[src/rtl/seq_barrel_shifter.sv]
// rtl/seq_barrel_shifter.sv - iterative barrel shifter, one 2:1 mux rank reused per stage
module seq_barrel_shifter #(
  parameter int WIDTH = 8,
  parameter int SHW   = 3
) (
  input  logic             clk,
  input  logic             rst,
  input  logic             start,
  input  logic [WIDTH-1:0] data_in,
  input  logic [SHW-1:0]   shamt,
  input  logic             dir,
  input  logic             arith,
  output logic             busy,
  output logic             done,
  output logic [WIDTH-1:0] data_out
);

  typedef enum logic [1:0] {S_IDLE, S_SHIFT, S_DONE} state_t;

  state_t           r_state;
  state_t           w_next;
  logic [WIDTH-1:0] r_work;
  logic [SHW-1:0]   r_shamt;
  logic             r_dir;
  logic             r_fill;
  logic [SHW-1:0]   r_k;

  logic [SHW-1:0]   w_onehot;
  logic             w_sel;
  logic             w_last;
  logic [WIDTH-1:0] w_fill_mask;
  logic [WIDTH-1:0] w_left;
  logic [WIDTH-1:0] w_right;
  logic [WIDTH-1:0] w_stage;

  // The one-hot stage select doubles as the stage's shift distance 2^k.
  assign w_onehot    = SHW'(1) << r_k;
  assign w_sel       = |(r_shamt & w_onehot);
  assign w_last      = (r_k == SHW'(SHW - 1));
  assign w_fill_mask = ~({WIDTH{1'b1}} >> w_onehot);
  assign w_left      = r_work << w_onehot;
  assign w_right     = (r_work >> w_onehot) | (r_fill ? w_fill_mask : '0);
  assign w_stage     = !w_sel ? r_work : (r_dir ? w_right : w_left);

  always_ff @(posedge clk or posedge rst) begin
    if (rst) begin
      r_state <= S_IDLE;
    end else begin
      r_state <= w_next;
    end
  end

  always_comb begin
    w_next = r_state;
    busy   = 1'b0;
    done   = 1'b0;
    case (r_state)
      S_IDLE: begin
        if (start) w_next = S_SHIFT;
      end
      S_SHIFT: begin
        busy = 1'b1;
        if (w_last) w_next = S_DONE;
      end
      S_DONE: begin
        done   = 1'b1;
        w_next = S_IDLE;
      end
      default: w_next = S_IDLE;
    endcase
  end

  always_ff @(posedge clk or posedge rst) begin
    if (rst) begin
      r_work   <= '0;
      r_shamt  <= '0;
      r_dir    <= 1'b0;
      r_fill   <= 1'b0;
      r_k      <= '0;
      data_out <= '0;
    end else begin
      case (r_state)
        S_IDLE: begin
          if (start) begin
            r_work  <= data_in;
            r_shamt <= shamt;
            r_dir   <= dir;
            r_fill  <= dir & arith & data_in[WIDTH-1];
            r_k     <= '0;
          end
        end
        S_SHIFT: begin
          r_work <= w_stage;
          r_k    <= r_k + SHW'(1);
          // Only the final stage result is ever exposed on data_out.
          if (w_last) data_out <= w_stage;
        end
        default: ;
      endcase
    end
  end

endmodule
[config.mk]
export PLATFORM = sky130hd
export DESIGN_NAME = seq_barrel_shifter
export DESIGN_NICKNAME = d
export VERILOG_FILES = /design/src/rtl/seq_barrel_shifter.sv
export SDC_FILE = /design/constraint.sdc
export NUM_CORES = 1
export LEC_CHECK = 0
export ABC_AREA = 1
export CAP_MARGIN = 20
export CORE_ASPECT_RATIO = 1.2
export CORE_MARGIN = 10
export CORE_UTILIZATION = 45
export CTS_CLUSTER_DIAMETER = 150
export DETAILED_ROUTE_END_ITERATION = 10
export PLACE_DENSITY = 0.66
export SETUP_SLACK_MARGIN = 0.05
export SYNTH_ARGS = -nofsm -noshare
export SYNTH_HDL_FRONTEND = slang
export SYNTH_SLANG_ARGS = --single-unit
[constraint.sdc]
create_clock -name clk -period 2.8 [get_ports clk]
set_clock_uncertainty 0.05 [all_clocks]
set_input_delay 0.28 -clock clk [delete_from_list [all_inputs] [get_ports clk]]
set_output_delay 0.28 -clock clk [all_outputs]
set_load 0.01 [all_outputs]
Yosys cells after proc, flatten, opt, wreduce, memory -nomap -nowiden
Cells that the tools add are included.
{ "op_classes": {"n_addsub": 1, "multipliers": 0, "div": 0, "n_lt_le_gt_ge": 0, "eq_ne": 5, "n_shift": 4, "muxes": 12, "n_bitwise": 5, "n_reduce_logical": 7} }
{ "op_table": {"columns": ["cell", "count"], "rows": [
  ["two-way mux 8 bit", 4],
  ["case mux 8 bit (2 select lines)", 1],
  ["NOT 8 bit", 1],
  ["bitwise OR 8 bit", 1],
  ["AND reduction 2 bit", 4],
  ["left shift 8 x 3 -> 8 bit", 1],
  [">> shifter 8 x 3 -> 8 bit", 1],
  [">> shifter 8 x 3 -> 8 bit, first input constant", 1],
  ["case mux 3 bit (2 select lines)", 1],
  ["two-way mux 2 bit", 2],
  ["!= test 2 bit, second input constant", 2],
  ["case mux 2 bit (2 select lines)", 1],
  ["adder 3 x 1 -> 3 bit, second input constant", 1],
  ["AND 3 bit", 1],
  ["== test 3 x 2 -> 1 bit, second input constant", 1],
  ["two-way mux 3 bit", 1],
  ["OR reduction 3 bit", 1],
  ["left shift 1 x 3 -> 3 bit, first input constant", 1],
  ["AND 1 bit", 2],
  ["== test 2 x 1 -> 1 bit, second input constant", 1],
  ["== test 2 bit, second input constant", 1],
  ["logical NOT 2 bit", 1],
  ["two-way mux 1 bit", 2],
  ["nonzero test 2 bit", 1]
]} }
{ "word_totals": {"reg_bits": 26, "latchBits": 0, "mem_bits_rw": 0, "mem_bits_ro": 0, "in_bits": 16, "wordCells": 41, "n_memories": 0} }

Depth between registers and ports, before layout
Gate-level depths: netlist (run 1).
{ "logic_depth": {"word_depth": 8, "mapped_depth": 14, "ltp_nobuf": 14} }

Least setup slack after synthesis (run 1)
No wires, ideal clock.
{ "synth_path": {"path_type": "reg2reg", "startpoint": "register r_k[0]", "endpoint": "register r_work[6]", "setup_time_ns": 0.119, "t_arrival_ns": 1.603, "setup_slack_ns": 1.028, "path_stages_with_launch": 12, "n_path_buf": 0, "synth_period_minus_slack_ns": 1.772, "path_cell_list": "dfrtp_1 > inv_1 > ha_1 > inv_1 > nor2_2 > nand2_1 > nand3_2 > inv_2 > a21oi_1 > nand2_1 > nand3_1 > nand2_1"} }
{ "synth_between": {"elab_chain_len": 8} }
{ "synth_lines": {"columns": ["element", "line", "source"], "rows": [
  ["start: declaration", "26", "logic [SHW-1:0] r_k;"],
  ["start signal: assignment", "94", "r_k <= r_k + SHW'(1);"],
  ["left shift 1 x 3 -> 3 bit *", "37", "assign w_onehot = SHW'(1) << r_k;"],
  [">> shifter 8 x 3 -> 8 bit", "40", "assign w_fill_mask = ~({WIDTH{1'b1}} >> w_onehot);"],
  ["NOT 8 bit", "40", null],
  ["two-way mux 8 bit", "42", "assign w_right = (r_work >> w_onehot) | (r_fill ? w_fill_mask : '0);"],
  ["bitwise OR 8 bit", "42", null],
  ["two-way mux 8 bit", "43", "assign w_stage = !w_sel ? r_work : (r_dir ? w_right : w_left);"],
  ["two-way mux 8 bit *", "43", null],
  ["case mux 8 bit (2 select lines) *", "82", "case (r_state)"],
  ["end signal: assignment", "85", "r_work <= data_in;"],
  ["end signal: assignment", "93", "r_work <= w_stage;"],
  ["end: declaration", "22", "logic [WIDTH-1:0] r_work;"]
]} }
Every way passes the cells marked *; elsewhere a longest branch is shown, timed or not.
A chain may end at the register's enable or synchronous reset.

Worst setup path in the final report (run 1)
{ "layout_path": {"startpoint": "register r_k[0]", "endpoint": "register data_out[6]"} }
{ "layout_between": {"elab_chain_len": 7} }
{ "layout_lines": {"columns": ["element", "line", "source"], "rows": [
  ["left shift 1 x 3 -> 3 bit", "37", null],
  [">> shifter 8 x 3 -> 8 bit", "40", null],
  ["NOT 8 bit", "40", null],
  ["two-way mux 8 bit", "42", null],
  ["bitwise OR 8 bit", "42", null],
  ["two-way mux 8 bit (2 in a row)", "43", null],
  ["end signal: assignment", "96", "if (w_last) data_out <= w_stage;"],
  ["end: declaration", "15", "output logic [WIDTH-1:0] data_out"]
]} }
Several ways; a longest one is shown, not always the timed one.

==> qor.txt, run 1 <==
Min-Delay Path Class: in2async
Drt pass-1 iters: 6
Max-Cap Viols: 0
Chip Width: 77.9 um
Num ports: 26
DRC violations left: 0
Fill count: 389
Height of the die: 89.5 um
CP arrival: 2.42 ns
Final non-filler cell total: 370
First-pass GRT wire length: 9320 um
Full die area: 6980 um^2
Placed cells: 366
Clk buf depth: 2
GRT overflow: 0
Core Box Area: 3910 um^2
Combinational power share: 66.1%
Hold Buf Count CTS: 0
HPWL after DPL: 4250 um
Startpoint Class: flop
Clk pwr share: 8.3%
Top cells by count, synth: 133 x nand2_1, 40 x nand3_1, 32 x inv_1
Synth Instances: 289
Rel. slew slack: 63.8%
# rows: 25
Max VDD drop: 0.602 mV
Reg power frac: 25.6%
Syn Area/Cell: 6.27 um^2
Status: completed
Final min period: 2.30 ns
R2R cell count: 11
Hold Vio Cnt, Final: 0
Int Pwr: 1.35 mW
Multi-input combinational cell area: 1000 um^2
Worst slew pin tran: 0.542 ns
Final setup margin: 0.498 ns
Layout area overhead: 20.2%
Iteration-0 DRC Markers: 322
Final Max Slew Viols: 0
Setup bufs post-CTS: 0
Nets@finish: 337
Pre-CTS WS: 0.561 ns
TritonCTS clock tree: yes
Seq/Total Area, Yosys: 35.9%
RSZ-0062 raised after global routing: no
Clk sinks: 26
Psw: 1.56 mW
Pleak: 1.18 nW
Reg area: 651 um^2
Final GP Congestion: 1.01
Fin Setup TNS: 0 ns
Fmax: 434 MHz
Antenna cells: 0
Ys async rst share: 100%
Worst Path Class, Setup: reg2reg
Fraction of layout cells with a size suffix above 1: 5.38%
DRT Wirelength: 5550 um
GRT Resource Usage Total: 16.4%
ANT nets after route: 0
Finished Core Util: 55.7%
Fin crit share: 82.2%
Number of synthesized flops with an enable pin: 0
Clock Tree Root: clkbuf_8
Synth area leaders: dfrtp_1 36%, nand2_1 28%, nand3_1 11%
Via Count: 2002
Finished Cell Area: 2180 um^2
Worst-skew pair later-pin latency: 0.27 ns
Initial Utilization: 46.4%
Power Dens Cells: 1340 nW/um^2
Clock-pin slew on the worst setup and hold paths: 0.09 ns
Pin count of the biggest net entering global routing: 27
Sw Ratio: 53.6%
H-tree lvl count: 1
CTS buffer count: 3
Initial antenna violation count: 0
Post-CTS Resized: 0
Area share of the largest cell type after synthesis: 35.9%
Top-count cell post-synth: nand2_1
Crit. End Element: flop
Post-Syn Area: 1810 um^2
Total placed instance area: 2120 um^2
Routed len/inst: 15.0 um
Via count of the first global-routing pass: 1858
Post-DR vias/cell: 5.41
Final setup viols: 0
Post-synth top flop: dfrtp_1
Cell taking the most area after synthesis: dfrtp_1
Net count after synthesis: 309
Required time worst endpoint: 2.91 ns
Distinct cell type count after synthesis: 21
CP max FO: 9
Yosys reg bits: 26
Yosys warns: 0
Buffers on Ports: 25
## routing by layer
layer  wire length (um)  track usage, %  share of wire, %  up-vias
met1               2390            20.5                43      896
met4                151            6.04               2.7        0
met3                408            3.42               7.4       17
met5                  0               0                 0        -
met2               2600            27.2                47      119
li1                   -               -                 -      970
## final timing paths
path	end	slack, ns	startpoint
worst min register to register	data_out[5]$_DFFE_PP0P_	0.44	data_out[5]$_DFFE_PP0P_
min in group clk	data_out[5]$_DFFE_PP0P_	0.44	data_out[5]$_DFFE_PP0P_
worst max-delay path	data_out[6]$_DFFE_PP0P_	0.50	r_k[0]$_DFFE_PP0P_
worst max register to register	data_out[6]$_DFFE_PP0P_	0.50	r_k[0]$_DFFE_PP0P_
max in group asynchronous	r_work[0]$_DFFE_PP0P_	2.11	rst
worst min-delay path	r_state[0]$_DFFE_PP0P_	0.32	rst
## kinds of logic after synthesis
group	Yosys count	share of synthesized area (%)
XOR/XNOR	1	0.483
adder cells (fa/ha/maj)	4	2.76
AO/OA/AOI/OAI	24	7.38
flip-flops	26	35.9
buffers and inverters	40	8.90
AND/OR/NAND/NOR	194	44.6
## worst max-delay path, stage by stage (launching register included)
cell and delay [ns]:
dfrtp_1 0.46, inv_1 0.12, ha_1 0.30, inv_1 0.12, nor2_2 0.36, nand2_1 0.13, nand3_2 0.19, inv_2 0.12
a21oi_1 0.13, nand2_1 0.09, nand3_1 0.08, nand2_1 0.05
## cell usage in the layout, fill, tap and decap left out, types with 3 or more instances in the layout
cell type | synthesis | final
inv_2 | 3 | 3
ha_1 | 4 | 4
a21oi_1 | 6 | 6
nand4_1 | 4 | 4
clkbuf_8 | 0 | 4
nand3_1 | 40 | 40
o21ai_0 | 13 | 13
nor2_2 | 3 | 3
nand2_1 | 133 | 133
dfrtp_1 | 26 | 26
buf_4 | 1 | 3
clkdlybuf4s50_1 | 0 | 25
nor2_1 | 10 | 10
inv_1 | 32 | 32
## final cells by class
type,count,area share [%]
Clock buffer,4,2.53
Inverter,35,6.03
Multi-Input combinational cell,223,46.0
Sequential cell,26,29.9
Tap cell,54,3.10
Timing Repair Buffer,28,12.5
## metrics by stage
step	hold slack [ns]	power [mW]
3_3_place_gp	0.418	2.67
6_report	0.323	2.91
3_5_place_dp	0.414	2.64
5_1_grt	0.369	3.21
2_1_floorplan	0.270	2.07
4_1_cts	0.332	2.89
## power groups by stage
| stage | logic (mW) | clock network [mW] | registers [mW] |
|---|---|---|---|
| floorplan | 1.37 | 0 | 0.703 |
| global route | 2.18 | 0.268 | 0.764 |
| CTS | 1.90 | 0.248 | 0.735 |
| finish | 1.93 | 0.243 | 0.744 |
| detailed placement | 1.90 | 0 | 0.740 |
| global placement | 1.93 | 0 | 0.747 |
## registers in the layout, summed over array words and instances, names as in the netlist
| register | flops |
|---|---|
| r_shamt | 3 |
| r_dir | 1 |
| r_state | 2 |
| r_k | 3 |
| r_work | 8 |
| data_out | 8 |
| r_fill | 1 |
No activity file was read; power rests on OpenSTA's default activity.
==> run 2: changes to the inputs <==
clock period = 2.13 ns   (was 2.8 ns; I/O delays follow)
==> qor.txt, run 2 (synthesis gave the netlist of run 1 again) <==
Clk sinks: 26 (unchanged)
ANT nets after route: 0 (unchanged)
Worst slew pin tran: 0.419 ns (-0.124 ns)
Global routing's busiest layer: met2
Hold Buf Count CTS: 0 (unchanged)
Regs by FF count: data_out (8), r_work (8)
CP max FO: 9 (unchanged)
Fmax: 497 MHz (+14%)
Via count of the first global-routing pass: 1903 (+2.4%)
Crit. End Element: flop
Final Max Slew Viols: 0 (unchanged)
Largest stage delay, worst path: 0.41 ns (-0.05 ns)
Clk buf depth: 2 (unchanged)
Terminus of the critical flop-to-flop path: data_out[6]$_DFFE_PP0P_
Met2 Usage GRT: 27.8% (+0.53 points)
Post-DR vias/cell: 5.19 (-4.1%)
Status: completed
Clock-pin slew on the worst setup and hold paths: 0.09 ns (about the same)
Slowest CP cell: dfrtp_1
Nets@finish: 346 (+2.7%)
DRT Wirelength: 5650 um (+1.8%)
Core Box Area: 3910 um^2 (unchanged)
Drt pass-1 iters: 4 (-2)
Routed len/inst: 14.9 um (-0.63%)
GRT Resource Usage Total: 16.5% (+0.084 points)
Max VDD drop: 0.731 mV (+21%)
Full die area: 6980 um^2 (unchanged)
Power Dens Cells: 1770 nW/um^2 (+33%)
Chip Width: 77.9 um (unchanged)
Initial antenna violation count: 0 (unchanged)
Final min period: 2.01 ns (-0.291 ns)
Met1 usage: 20.0% (-0.46 points)
Fin crit share: 94.4% (+12 points)
Hold Vio Cnt, Final: 0 (unchanged)
Buffers on Ports: 25 (unchanged)
R2r setup slk: 0.12 ns (-0.38 ns)
DRC violations left: 0 (unchanged)
Final GP Congestion: 1.01 (+0.28%)
Most common library cell in the layout ignoring fill and taps: nand2_1
Rel. slew slack: 72.1% (+8.3 points)
Via Count: 1967 (-1.7%)
Iteration-0 DRC Markers: 200 (-38%)
CP arrival: 2.13 ns (-0.29 ns)
# rows: 25 (unchanged)
Num ports: 26 (unchanged)
Min-Delay Path Class: in2async
Startpoint Class: flop
Fraction of layout cells with a size suffix above 1: 9.23% (+3.9 points)
R2R cell count: 11 (unchanged)
Finished Core Util: 58.0% (+2.2 points)
Worst-skew pair later-pin latency: 0.27 ns (about the same)
Pin count of the biggest net entering global routing: 27 (unchanged)
RSZ-0062 raised after global routing: yes
Most frequent cells in the layout: 133 x nand2_1, 40 x nand3_1, 31 x inv_1
CTS buffer count: 3 (unchanged)
TritonCTS clock tree: yes
HPWL after DPL: 4290 um (+1.0%)
Antenna cells: 0 (unchanged)
Layout area overhead: 25.0%
Clock Tree Root: clkbuf_8
Critical-path cell list: inv_1, ha_2, nand2_2, inv_2, nand2_1, nand3_2, inv_2, a21oi_1, nand2_1, nand3_1, nand2_1
Final setup viols: 0 (unchanged)
Pleak: 1.22 nW (+3.4%)
Grt met3 use: 2.62% (-0.80 points)
H-tree lvl count: 1 (unchanged)
Worst Path Class, Setup: reg2reg
Max-Cap Viols: 0 (unchanged)
Tot Pwr: 4.01 mW (+38%)
Required time worst endpoint: 2.24 ns (-0.67 ns)
Most common cell on crit path: nand2_1
First-pass GRT wire length: 9270 um (-0.53%)
RR Startpoint: r_k[1]$_DFFE_PP0P_
Initial Utilization: 46.4% (unchanged)
GRT overflow: 0 (unchanged)
Height of the die: 89.5 um (unchanged)
==> run 2: area by class of cell <==
cell class	count	area (um^2)
repair buffers	37	338
clock buffers	4	55.1
well taps	54	67.6
fillers	386	1640
flip-flops and latches	26	651
inverters	35	131
multi-input cells	223	1020
==> run 2: how the worst max path moves through the flow <==
stage	depth (start not counted)	endpoint	start
floorplan	11	r_work[6]$_DFFE_PP0P_	r_k[0]$_DFFE_PP0P_
global route	11	data_out[6]$_DFFE_PP0P_	r_k[1]$_DFFE_PP0P_
global placement	11	data_out[6]$_DFFE_PP0P_	r_k[1]$_DFFE_PP0P_
CTS	11	data_out[6]$_DFFE_PP0P_	r_k[0]$_DFFE_PP0P_
detailed placement	11	data_out[6]$_DFFE_PP0P_	r_k[0]$_DFFE_PP0P_
finish	11	data_out[6]$_DFFE_PP0P_	r_k[1]$_DFFE_PP0P_
==> run 2: report_power, final <==
part / switching (mW) / total, mW / internal (mW)
clock network: 0.151 / 0.316 / 0.165
registers: 0.244 / 0.984 / 0.741
logic: 1.70 / 2.71 / 1.01
total: 2.09 / 4.01 / 1.92
==> run 2: per-stage QoR <==
stage	hold slack, ns	setup WS [ns]	instances	setup TNS (ns)	cell area (um^2)
after global placement	0.416	0.00638	371	0	2160
final	0.250	0.119	379	0	2270
after CTS	0.257	0.0788	375	0	2220
after detailed placement	0.414	-0.00366	371	-0.00366	2160
after global routing	0.311	-0.0441	379	-0.108	2270
after floorplan	0.203	0.358	289	0	1810
==> run 2: critical path: cells and delay by family (launching register included) <==
kind / cells / cell delay (ns)
flip-flops: 1 / 0.41
AND/OR/NAND/NOR: 6 / 0.58
buffers and inverters: 3 / 0.43
AO/OA/AOI/OAI: 1 / 0.13
adder cells (fa/ha/maj): 1 / 0.30
==> run 2: repair_timing <==
item / CTS / global route
endpoints found under the setup margin: 2 / 14
gates resized for setup: 2 / 5
pin swaps: 0 / 1
buffers inserted: 0 / 4
==> run 2: routing by layer <==
layer  vias to the layer above  routed length, um
met5                         -                  0
met4                         0                153
met3                        16                322
met2                        72               2720
met1                       897               2450
li1                        982                  -
